[src/rtl/vga_fb_arbiter_pkg.sv]
`default_nettype none
// ============================================================================
//  Module      : vga_pkg
//  Description : Shared VGA constants (screen geometry, framebuffer size)
//                and the scanout arbiter state encoding.
//  Revision    : 1.0  initial release
// ============================================================================
package vga_pkg;

    localparam int H_ACTIVE     = 640;
    localparam int V_ACTIVE     = 480;
    localparam int H_TOTAL      = 800;
    localparam int V_TOTAL      = 525;

    // 640 x 480 pixels at 4 pixels per 16-bit word
    localparam int FB_WORDS     = 76800;
    localparam int PIX_PER_WORD = 4;

    typedef enum logic [0:0] {
        RUN   = 1'b0,
        FLUSH = 1'b1
    } arb_state_t;

endpackage
`default_nettype wire

[src/rtl/vga_fb_arbiter_if.sv]
`default_nettype none
// ============================================================================
//  Module      : vga_fb_arbiter_if
//  Description : Host write port plus single-port SRAM bus. The arbiter
//                side is "master"; the host/SRAM side is "slave".
//  Revision    : 1.0  initial release
// ============================================================================
interface vga_fb_arbiter_if #(
    parameter int ADDR_W = 17,
    parameter int DATA_W = 16
);
    logic              host_req;
    logic [ADDR_W-1:0] host_addr;
    logic [DATA_W-1:0] host_wdata;
    logic              host_gnt;

    logic              mem_en;
    logic              mem_we;
    logic [ADDR_W-1:0] mem_addr;
    logic [DATA_W-1:0] mem_wdata;
    logic [DATA_W-1:0] mem_rdata;

    modport master (
        input  host_req, host_addr, host_wdata, mem_rdata,
        output host_gnt, mem_en, mem_we, mem_addr, mem_wdata
    );

    modport slave (
        output host_req, host_addr, host_wdata, mem_rdata,
        input  host_gnt, mem_en, mem_we, mem_addr, mem_wdata
    );
endinterface
`default_nettype wire

[src/rtl/vga_fb_arbiter_fifo.sv]
`default_nettype none
// ============================================================================
//  Module      : vga_word_fifo
//  Description : Small synchronous word FIFO with push, pop, flush and an
//                occupancy count. Flush wins over a simultaneous push/pop.
//  Revision    : 1.0  initial release
// ============================================================================
module vga_word_fifo #(
    parameter  int WIDTH = 16,
    parameter  int DEPTH = 4,
    localparam int PTR_W = $clog2(DEPTH),
    localparam int CNT_W = PTR_W + 1
) (
    input  logic             clk,
    input  logic             rst,
    input  logic             push,
    input  logic [WIDTH-1:0] wdata,
    input  logic             pop,
    input  logic             flush,
    output logic [WIDTH-1:0] head,
    output logic [CNT_W-1:0] count
);
    localparam logic [CNT_W-1:0] c_depth = CNT_W'(DEPTH);

    logic [WIDTH-1:0] r_mem [DEPTH];
    logic [PTR_W-1:0] r_wr_ptr;
    logic [PTR_W-1:0] r_rd_ptr;
    logic [CNT_W-1:0] r_count;
    logic             w_push;
    logic             w_pop;

    // A push into a full FIFO is accepted only when a pop frees a slot
    assign w_pop  = pop && (r_count != '0);
    assign w_push = push && ((r_count != c_depth) || w_pop);

    assign head  = r_mem[r_rd_ptr];
    assign count = r_count;

    // Storage array, no reset needed
    always_ff @(posedge clk) begin
        if (w_push && !flush) begin
            r_mem[r_wr_ptr] <= wdata;
        end
    end

    // Pointer and occupancy bookkeeping
    always_ff @(posedge clk or posedge rst) begin
        if (rst) begin
            r_wr_ptr <= '0;
            r_rd_ptr <= '0;
            r_count  <= '0;
        end else if (flush) begin
            r_wr_ptr <= '0;
            r_rd_ptr <= '0;
            r_count  <= '0;
        end else begin
            if (w_push) begin
                r_wr_ptr <= r_wr_ptr + PTR_W'(1);
            end
            if (w_pop) begin
                r_rd_ptr <= r_rd_ptr + PTR_W'(1);
            end
            case ({w_push, w_pop})
                2'b10:   r_count <= r_count + CNT_W'(1);
                2'b01:   r_count <= r_count - CNT_W'(1);
                default: r_count <= r_count;
            endcase
        end
    end
endmodule
`default_nettype wire

[src/rtl/vga_fb_arbiter.sv]
`default_nettype none
// ============================================================================
//  Module      : vga_fb_arbiter
//  Description : Shares one single-port framebuffer SRAM between VGA
//                scanout prefetch and a host write port, and serialises
//                fetched words into one 4-bit pixel per pixel slot.
//  Revision    : 1.0  initial release
// ============================================================================
module vga_fb_arbiter #(
    parameter int ADDR_W     = 17,
    parameter int DATA_W     = 16,
    parameter int FIFO_DEPTH = 4,
    parameter int H_ACTIVE   = vga_pkg::H_ACTIVE,
    parameter int V_ACTIVE   = vga_pkg::V_ACTIVE,
    parameter int H_TOTAL    = vga_pkg::H_TOTAL,
    parameter int V_TOTAL    = vga_pkg::V_TOTAL
) (
    input  logic                    clk,
    input  logic                    rst,
    input  logic                    pixel_en,
    input  logic [9:0]              x,
    input  logic [9:0]              y,
    vga_fb_arbiter_if.master        bus,
    output logic [3:0]              pix_data,
    output logic                    underrun
);
    import vga_pkg::*;

    localparam int CNT_W = $clog2(FIFO_DEPTH) + 1;
    localparam int IDX_W = $clog2(PIX_PER_WORD);

    localparam logic [CNT_W:0]    c_depth     = (CNT_W + 1)'(FIFO_DEPTH);
    localparam logic [CNT_W:0]    c_urgent    = (CNT_W + 1)'(2);
    localparam logic [ADDR_W-1:0] c_fb_words  = ADDR_W'(FB_WORDS);
    localparam logic [9:0]        c_h_active  = 10'(H_ACTIVE);
    localparam logic [9:0]        c_v_active  = 10'(V_ACTIVE);
    localparam logic [9:0]        c_h_last    = 10'(H_TOTAL - 1);
    localparam logic [9:0]        c_v_last    = 10'(V_TOTAL - 1);
    localparam logic [IDX_W-1:0]  c_idx_last  = IDX_W'(PIX_PER_WORD - 1);

    arb_state_t         r_state;
    logic [ADDR_W-1:0]  r_fetch_addr;
    logic [IDX_W-1:0]   r_nib_idx;
    logic               r_inflight;
    logic [3:0]         r_pix;
    logic               r_underrun;

    logic [DATA_W-1:0]  w_head;
    logic [CNT_W-1:0]   w_count;
    logic [CNT_W:0]     w_pending;
    logic               w_need;
    logic               w_urgent;
    logic               w_run;
    logic               w_read;
    logic               w_write;
    logic               w_visible;
    logic               w_frame_end;
    logic               w_empty;
    logic               w_pop;
    logic               w_push;
    logic               w_flush;

    // Words already buffered plus the one possibly on its way back
    assign w_pending = {1'b0, w_count} + {{CNT_W{1'b0}}, r_inflight};
    assign w_need    = (w_pending < c_depth) && (r_fetch_addr < c_fb_words);
    assign w_urgent  = w_need && (w_pending < c_urgent);

    // Issue is combinational so a read returns in the very next clk; it is
    // gated by rst so the SRAM bus stays quiet while reset is held.
    assign w_run   = !rst && (r_state == RUN);
    assign w_read  = w_run && (w_urgent || (w_need && !bus.host_req));
    assign w_write = w_run && !w_urgent && bus.host_req;

    assign bus.mem_en    = w_read || w_write;
    assign bus.mem_we    = w_write;
    assign bus.mem_addr  = w_write ? bus.host_addr  :
                           w_read  ? r_fetch_addr   : '0;
    assign bus.mem_wdata = w_write ? bus.host_wdata : '0;
    assign bus.host_gnt  = w_write;

    assign w_visible   = (x < c_h_active) && (y < c_v_active);
    assign w_frame_end = (x == c_h_last) && (y == c_v_last);
    assign w_empty     = (w_count == '0);
    assign w_pop       = pixel_en && w_visible && !w_empty && (r_nib_idx == c_idx_last);

    // A return belonging to a read issued before FLUSH is dropped here
    assign w_push  = r_inflight && (r_state == RUN);
    assign w_flush = (r_state == FLUSH);

    vga_word_fifo #(
        .WIDTH (DATA_W),
        .DEPTH (FIFO_DEPTH)
    ) u_fifo (
        .clk   (clk),
        .rst   (rst),
        .push  (w_push),
        .wdata (bus.mem_rdata),
        .pop   (w_pop),
        .flush (w_flush),
        .head  (w_head),
        .count (w_count)
    );

    // Frame FSM, fetch pointer and registered pixel/underrun outputs
    always_ff @(posedge clk or posedge rst) begin
        if (rst) begin
            r_state      <= RUN;
            r_fetch_addr <= '0;
            r_nib_idx    <= '0;
            r_inflight   <= 1'b0;
            r_pix        <= 4'd0;
            r_underrun   <= 1'b0;
        end else begin
            if (pixel_en) begin
                if (w_visible) begin
                    if (!w_empty) begin
                        r_pix     <= w_head[{r_nib_idx, 2'b00} +: 4];
                        r_nib_idx <= r_nib_idx + IDX_W'(1);
                    end else begin
                        r_pix      <= 4'd0;
                        r_underrun <= 1'b1;
                    end
                end else begin
                    r_pix <= 4'd0;
                end
            end

            case (r_state)
                RUN: begin
                    r_inflight <= w_read;
                    if (w_read) begin
                        r_fetch_addr <= r_fetch_addr + ADDR_W'(1);
                    end
                    if (pixel_en && w_frame_end) begin
                        r_state <= FLUSH;
                    end
                end
                FLUSH: begin
                    r_inflight   <= 1'b0;
                    r_fetch_addr <= '0;
                    r_nib_idx    <= '0;
                    r_state      <= RUN;
                end
                default: begin
                    r_state <= RUN;
                end
            endcase
        end
    end

    assign pix_data = r_pix;
    assign underrun = r_underrun;
endmodule
`default_nettype wire

[src/flat_wrapper.sv]
// flat-port wrapper written by rule: the top's interface ports become plain ports
module vga_fb_arbiter_flat import vga_pkg::*;
#(
    parameter int ADDR_W     = 17,
    parameter int DATA_W     = 16,
    parameter int FIFO_DEPTH = 4,
    parameter int H_ACTIVE   = vga_pkg::H_ACTIVE,
    parameter int V_ACTIVE   = vga_pkg::V_ACTIVE,
    parameter int H_TOTAL    = vga_pkg::H_TOTAL,
    parameter int V_TOTAL    = vga_pkg::V_TOTAL
)
  (clk, rst, pixel_en, x, y, pix_data, underrun, bus_host_req, bus_host_addr, bus_host_wdata, bus_mem_rdata, bus_host_gnt, bus_mem_en, bus_mem_we, bus_mem_addr, bus_mem_wdata);
  vga_fb_arbiter_if #(.ADDR_W(ADDR_W), .DATA_W(DATA_W)) bus_i ();
  input  logic clk;
  input  logic rst;
  input  logic pixel_en;
  input  logic [9:0] x;
  input  logic [9:0] y;
  output logic [3:0] pix_data;
  output logic underrun;
  input wire logic [$bits(bus_i.host_req)-1:0] bus_host_req;
  input wire logic [$bits(bus_i.host_addr)-1:0] bus_host_addr;
  input wire logic [$bits(bus_i.host_wdata)-1:0] bus_host_wdata;
  input wire logic [$bits(bus_i.mem_rdata)-1:0] bus_mem_rdata;
  output wire logic [$bits(bus_i.host_gnt)-1:0] bus_host_gnt;
  output wire logic [$bits(bus_i.mem_en)-1:0] bus_mem_en;
  output wire logic [$bits(bus_i.mem_we)-1:0] bus_mem_we;
  output wire logic [$bits(bus_i.mem_addr)-1:0] bus_mem_addr;
  output wire logic [$bits(bus_i.mem_wdata)-1:0] bus_mem_wdata;
  assign bus_i.host_req = bus_host_req;
  assign bus_i.host_addr = bus_host_addr;
  assign bus_i.host_wdata = bus_host_wdata;
  assign bus_i.mem_rdata = bus_mem_rdata;
  assign bus_host_gnt = bus_i.host_gnt;
  assign bus_mem_en = bus_i.mem_en;
  assign bus_mem_we = bus_i.mem_we;
  assign bus_mem_addr = bus_i.mem_addr;
  assign bus_mem_wdata = bus_i.mem_wdata;
  vga_fb_arbiter #(.ADDR_W(ADDR_W), .DATA_W(DATA_W), .FIFO_DEPTH(FIFO_DEPTH), .H_ACTIVE(H_ACTIVE), .V_ACTIVE(V_ACTIVE), .H_TOTAL(H_TOTAL), .V_TOTAL(V_TOTAL)) u_core (.clk(clk), .rst(rst), .pixel_en(pixel_en), .x(x), .y(y), .bus(bus_i), .pix_data(pix_data), .underrun(underrun));
endmodule
[config.mk]
export PLATFORM = sky130hd
export DESIGN_NAME = vga_fb_arbiter_flat
export DESIGN_NICKNAME = d
export VERILOG_FILES = /design/src/rtl/vga_fb_arbiter_pkg.sv /design/src/rtl/vga_fb_arbiter_if.sv /design/src/rtl/vga_fb_arbiter_fifo.sv /design/src/rtl/vga_fb_arbiter.sv /design/src/flat_wrapper.sv
export SDC_FILE = /design/constraint.sdc
export NUM_CORES = 1
export LEC_CHECK = 0
export BUFFER_PORTS_ARGS = -buffer_cell sky130_fd_sc_hd__buf_2
export CAP_MARGIN = 15
export CORE_UTILIZATION = 42
export CTS_BUF_LIST = sky130_fd_sc_hd__clkbuf_8 sky130_fd_sc_hd__clkbuf_16
export DETAILED_ROUTE_END_ITERATION = 10
export PLACE_DENSITY = 0.77
export SYNTH_ARGS = -nofsm -noshare
export SYNTH_HDL_FRONTEND = slang
export SYNTH_HIERARCHICAL = 1
export SYNTH_SLANG_ARGS = --single-unit
[constraint.sdc]
create_clock -name clk -period 4.3 [get_ports clk]
set_clock_uncertainty 0.2 [all_clocks]
set_input_delay 0.86 -clock clk [delete_from_list [all_inputs] [get_ports clk]]
set_output_delay 0.86 -clock clk [all_outputs]
set_load 0.01 [all_outputs]
==> results.md <==
* Hold buffers post-CTS at 0
* Yosys cell types at 60
* H-Tree Depth at 3
* Antenna Nets Post-Route at 0
* Fillers at 938
* First-pass GRT wire length at 14800 µm
* Routed met3 length at 605 µm
* P&R area growth vs syn at 18.99%
* Family with the most delay on the worst path: simple AND/OR/NAND/NOR gates
* Vias at 3187
* DP HPWL at 6598 µm
* Num CTS Buffers at 9
* Post-route minimum period at 3624 ps
* Post-synth ARST share at 0.3402
* Critical Path, Cell by Cell: and2_1 -> ha_1 -> and2_1 -> a21oi_4 -> o311a_4 -> or2_2 -> buf_2
* Critical path class: register to primary output
* Unrepaired setup endpoints after global routing: no
* Combinational fraction of design power at 0.323
* Rel. slew slack at 0.3294
* Area occupied by multi-input gates at 0.001799 mm²
* Setup TNS at 0 ps
* CP Buf/Inv Count at 1
* Max rail drop VDD at 0.3161 mV
* Met2 wire len at 4657 µm
* Synth cell count leaders: edfxtp_1 (64), dfrtp_1 (33), and2_1 (24)
* Syn_nets at 421
* CP endpoint kind: primary output
* Most common cell in the netlist: edfxtp_1
* Data required, critical path at 3240 ps
* Register area share after synthesis at 0.5737
* Status: finished clean
* Cell taking the most area after synthesis: edfxtp_1
* Nets at 527
* Top area cells in the synthesized netlist: edfxtp_1 (40%), dfrtp_1 (17%), mux4_2 (9.4%), and2_1 (3.1%), a22o_1 (3.1%)
* Cells after Synth at 340
* Least-Margin Pin Slew at 1005 ps
* Row cnt at 38
* Final WL at 9341 µm
* Initial antenna violation count at 0
* Synth warnings at 6
* Crit path launch: u_core/u_fifo/count[0]
* NetSw at 1055 µW
* Clk_lat worst skew at 340 ps
* Clk pwr share at 0.242
* DRC errors left at 0
* Gp weighted congestion at 0.7900
* Worst r2r src: u_core/u_fifo/count[0]
* Worst Setup EP: bus_mem_en
* DR vias/cell at 5.393
* Crit path DAT at 2560 ps
* Post-CTS Resized at 0
* Initial core utilization at 0.4361
* Die X at 108.8 µm
* Final Hold Vio Count at 0
* PwrDens at 554.3 mW/mm²
* Met1 wire length at 3980 µm
* F_max at 275.9 MHz
* Leak pwr at 0.002384 µW
* Switching share of power at 0.3340
* Most used cell, CP: and2_1
* R2R setup slack at 1250 ps
* Cell Area, Synth at 0.004790 mm²
* Flop pwr share at 0.436
* #FFs+latches synth at 97
* Worst-path fanout max at 36
* Clock slew at reported path FFs at 70 ps
* CTS tree: built
* DR iter-0 viols at 171
* # Post-CTS Setup Buffers at 0
* CTS root buffer: clkbuf_16
* Register area at 0.002748 mm²
* Die height at 108.8 µm
* DP Worst Slack at 687.1 ps
* Max stage delay on crit path at 620 ps
* Drt wl/cell at 15.81 µm
* Worst setup margin at 675.9 ps
* Full die area at 0.01184 mm²
* Clock Path Buffers at 2
* Worst path depth at 7
* Crit-path slowest cell: dfrtp_1
* Largest net degree at the start of global routing at 37
* Startpoint Class: register
* Pins Over Slew Limit at 0
* First-pass detailed-route iteration total at 4
* Core area at 0.01098 mm²
* Yosys top cell area share at 0.4013
* Maxcap violations at 0
* Post-synth EDFFs at 64
* Clk sink count at 97
* # setup viols final at 0
* Internal at 2104 µW
* Synth Flop Type: edfxtp_1
* # diodes at 0
* Highest routed layer: met4
* R2R Path End: u_core/u_fifo/r_mem[2][5]
* HP Class: input port to asynchronous set/reset pin
* Reg2reg path depth at 7
* Hold slack at 271.6 ps
* Synthesized area per cell at 14.09 µm²
* Ports at 114
* I/O Buffers at 113
* Vias in the first global route at 3076
* Share of cells above drive strength 1 at 0.3703
* Gr ovfl total at 0
* Total GRT Usage at 0.1663
* Period utilisation layout at 0.8428
## how the worst min path moves through the flow
stage | to | slack (ps) | depth (start not counted)
floorplan | u_core/r_fetch_addr[9] | 270 | 1
global placement | u_core/r_fetch_addr[9] | 310 | 1
detailed placement | u_core/r_fetch_addr[9] | 320 | 1
CTS | u_core/u_fifo/r_rd_ptr[1] | 270 | 2
global route | u_core/u_fifo/r_rd_ptr[1] | 280 | 2
finish | u_core/u_fifo/r_rd_ptr[1] | 270 | 2
## per-layer routing
metal	GRT usage	vias up
met2	0.2916	131
met5	0	-
met1	0.2025	1550
met3	0.03825	10
li1	-	1496
met4	0.05309	0
## layout by cell type (no fill, tap or decap), types with 5 or more instances in the layout
| cell type | Yosys | routed |
|---|---|---|
| edfxtp_1 | 64 | 64 |
| nor2_1 | 20 | 20 |
| inv_1 | 18 | 19 |
| buf_2 | 7 | 113 |
| mux2i_1 | 7 | 7 |
| o21ai_0 | 5 | 5 |
| ha_1 | 7 | 7 |
| a22o_1 | 17 | 17 |
| clkbuf_16 | 0 | 9 |
| nand2_1 | 7 | 7 |
| mux4_2 | 20 | 20 |
| nor3_1 | 5 | 5 |
| xnor2_1 | 5 | 5 |
| nand3_1 | 8 | 8 |
| and2_1 | 24 | 24 |
| nand4_1 | 8 | 8 |
| nand2b_1 | 8 | 8 |
| dfrtp_1 | 33 | 33 |
## cells by family after synthesis
| logic type | share of synthesized area |
|---|---|
| AO/OA/AOI/OAI | 0.08621 |
| XOR/XNOR | 0.01646 |
| adder cells (fa/ha/maj) | 0.02247 |
| buffers and inverters | 0.05068 |
| flip-flops | 0.5737 |
| multiplexers | 0.1157 |
| AND/OR/NAND/NOR | 0.1348 |
## sequential cells by signal, summed over array words and instances, names as in the netlist
signal and cells:
u_core/u_fifo/r_mem 64, u_core/r_fetch_addr 17, u_core/underrun 1, u_core/r_inflight 1
u_core/r_nib_idx 2, u_core/u_fifo/r_wr_ptr 2, u_core/r_state 1, u_core/u_fifo/r_rd_ptr 2
u_core/u_fifo/count 3, u_core/pix_data 4
## final cells by class
cell class | instances | share of cell area
flip-flops and latches | 97 | 0.4821
multi-input cells | 202 | 0.3157
repair buffers | 118 | 0.1093
clock buffers | 9 | 0.03952
well taps | 140 | 0.03074
inverters | 18 | 0.01186
clock inverters | 7 | 0.01076
## through the flow
stage               cells  power (µW)    util  area (µm²)
global route          591        3359  0.5189        5699
CTS                   590        3168  0.5164        5672
global placement      574        2355  0.4903        5385
floorplan             340        2144       -        4790
finish                591        3159  0.5189        5699
detailed placement    574        2396  0.4903        5385
## power by group through the flow
| stage | Clock, µW | Combinational [µW] | Sequential (µW) |
|---|---|---|---|
| floorplan | 0 | 852 | 1290 |
| global placement | 0 | 942 | 1410 |
| detailed placement | 0 | 971 | 1430 |
| CTS | 785 | 975 | 1410 |
| global route | 818 | 1140 | 1400 |
| finish | 763 | 1020 | 1380 |
Power figures use the tool's default switching activity.
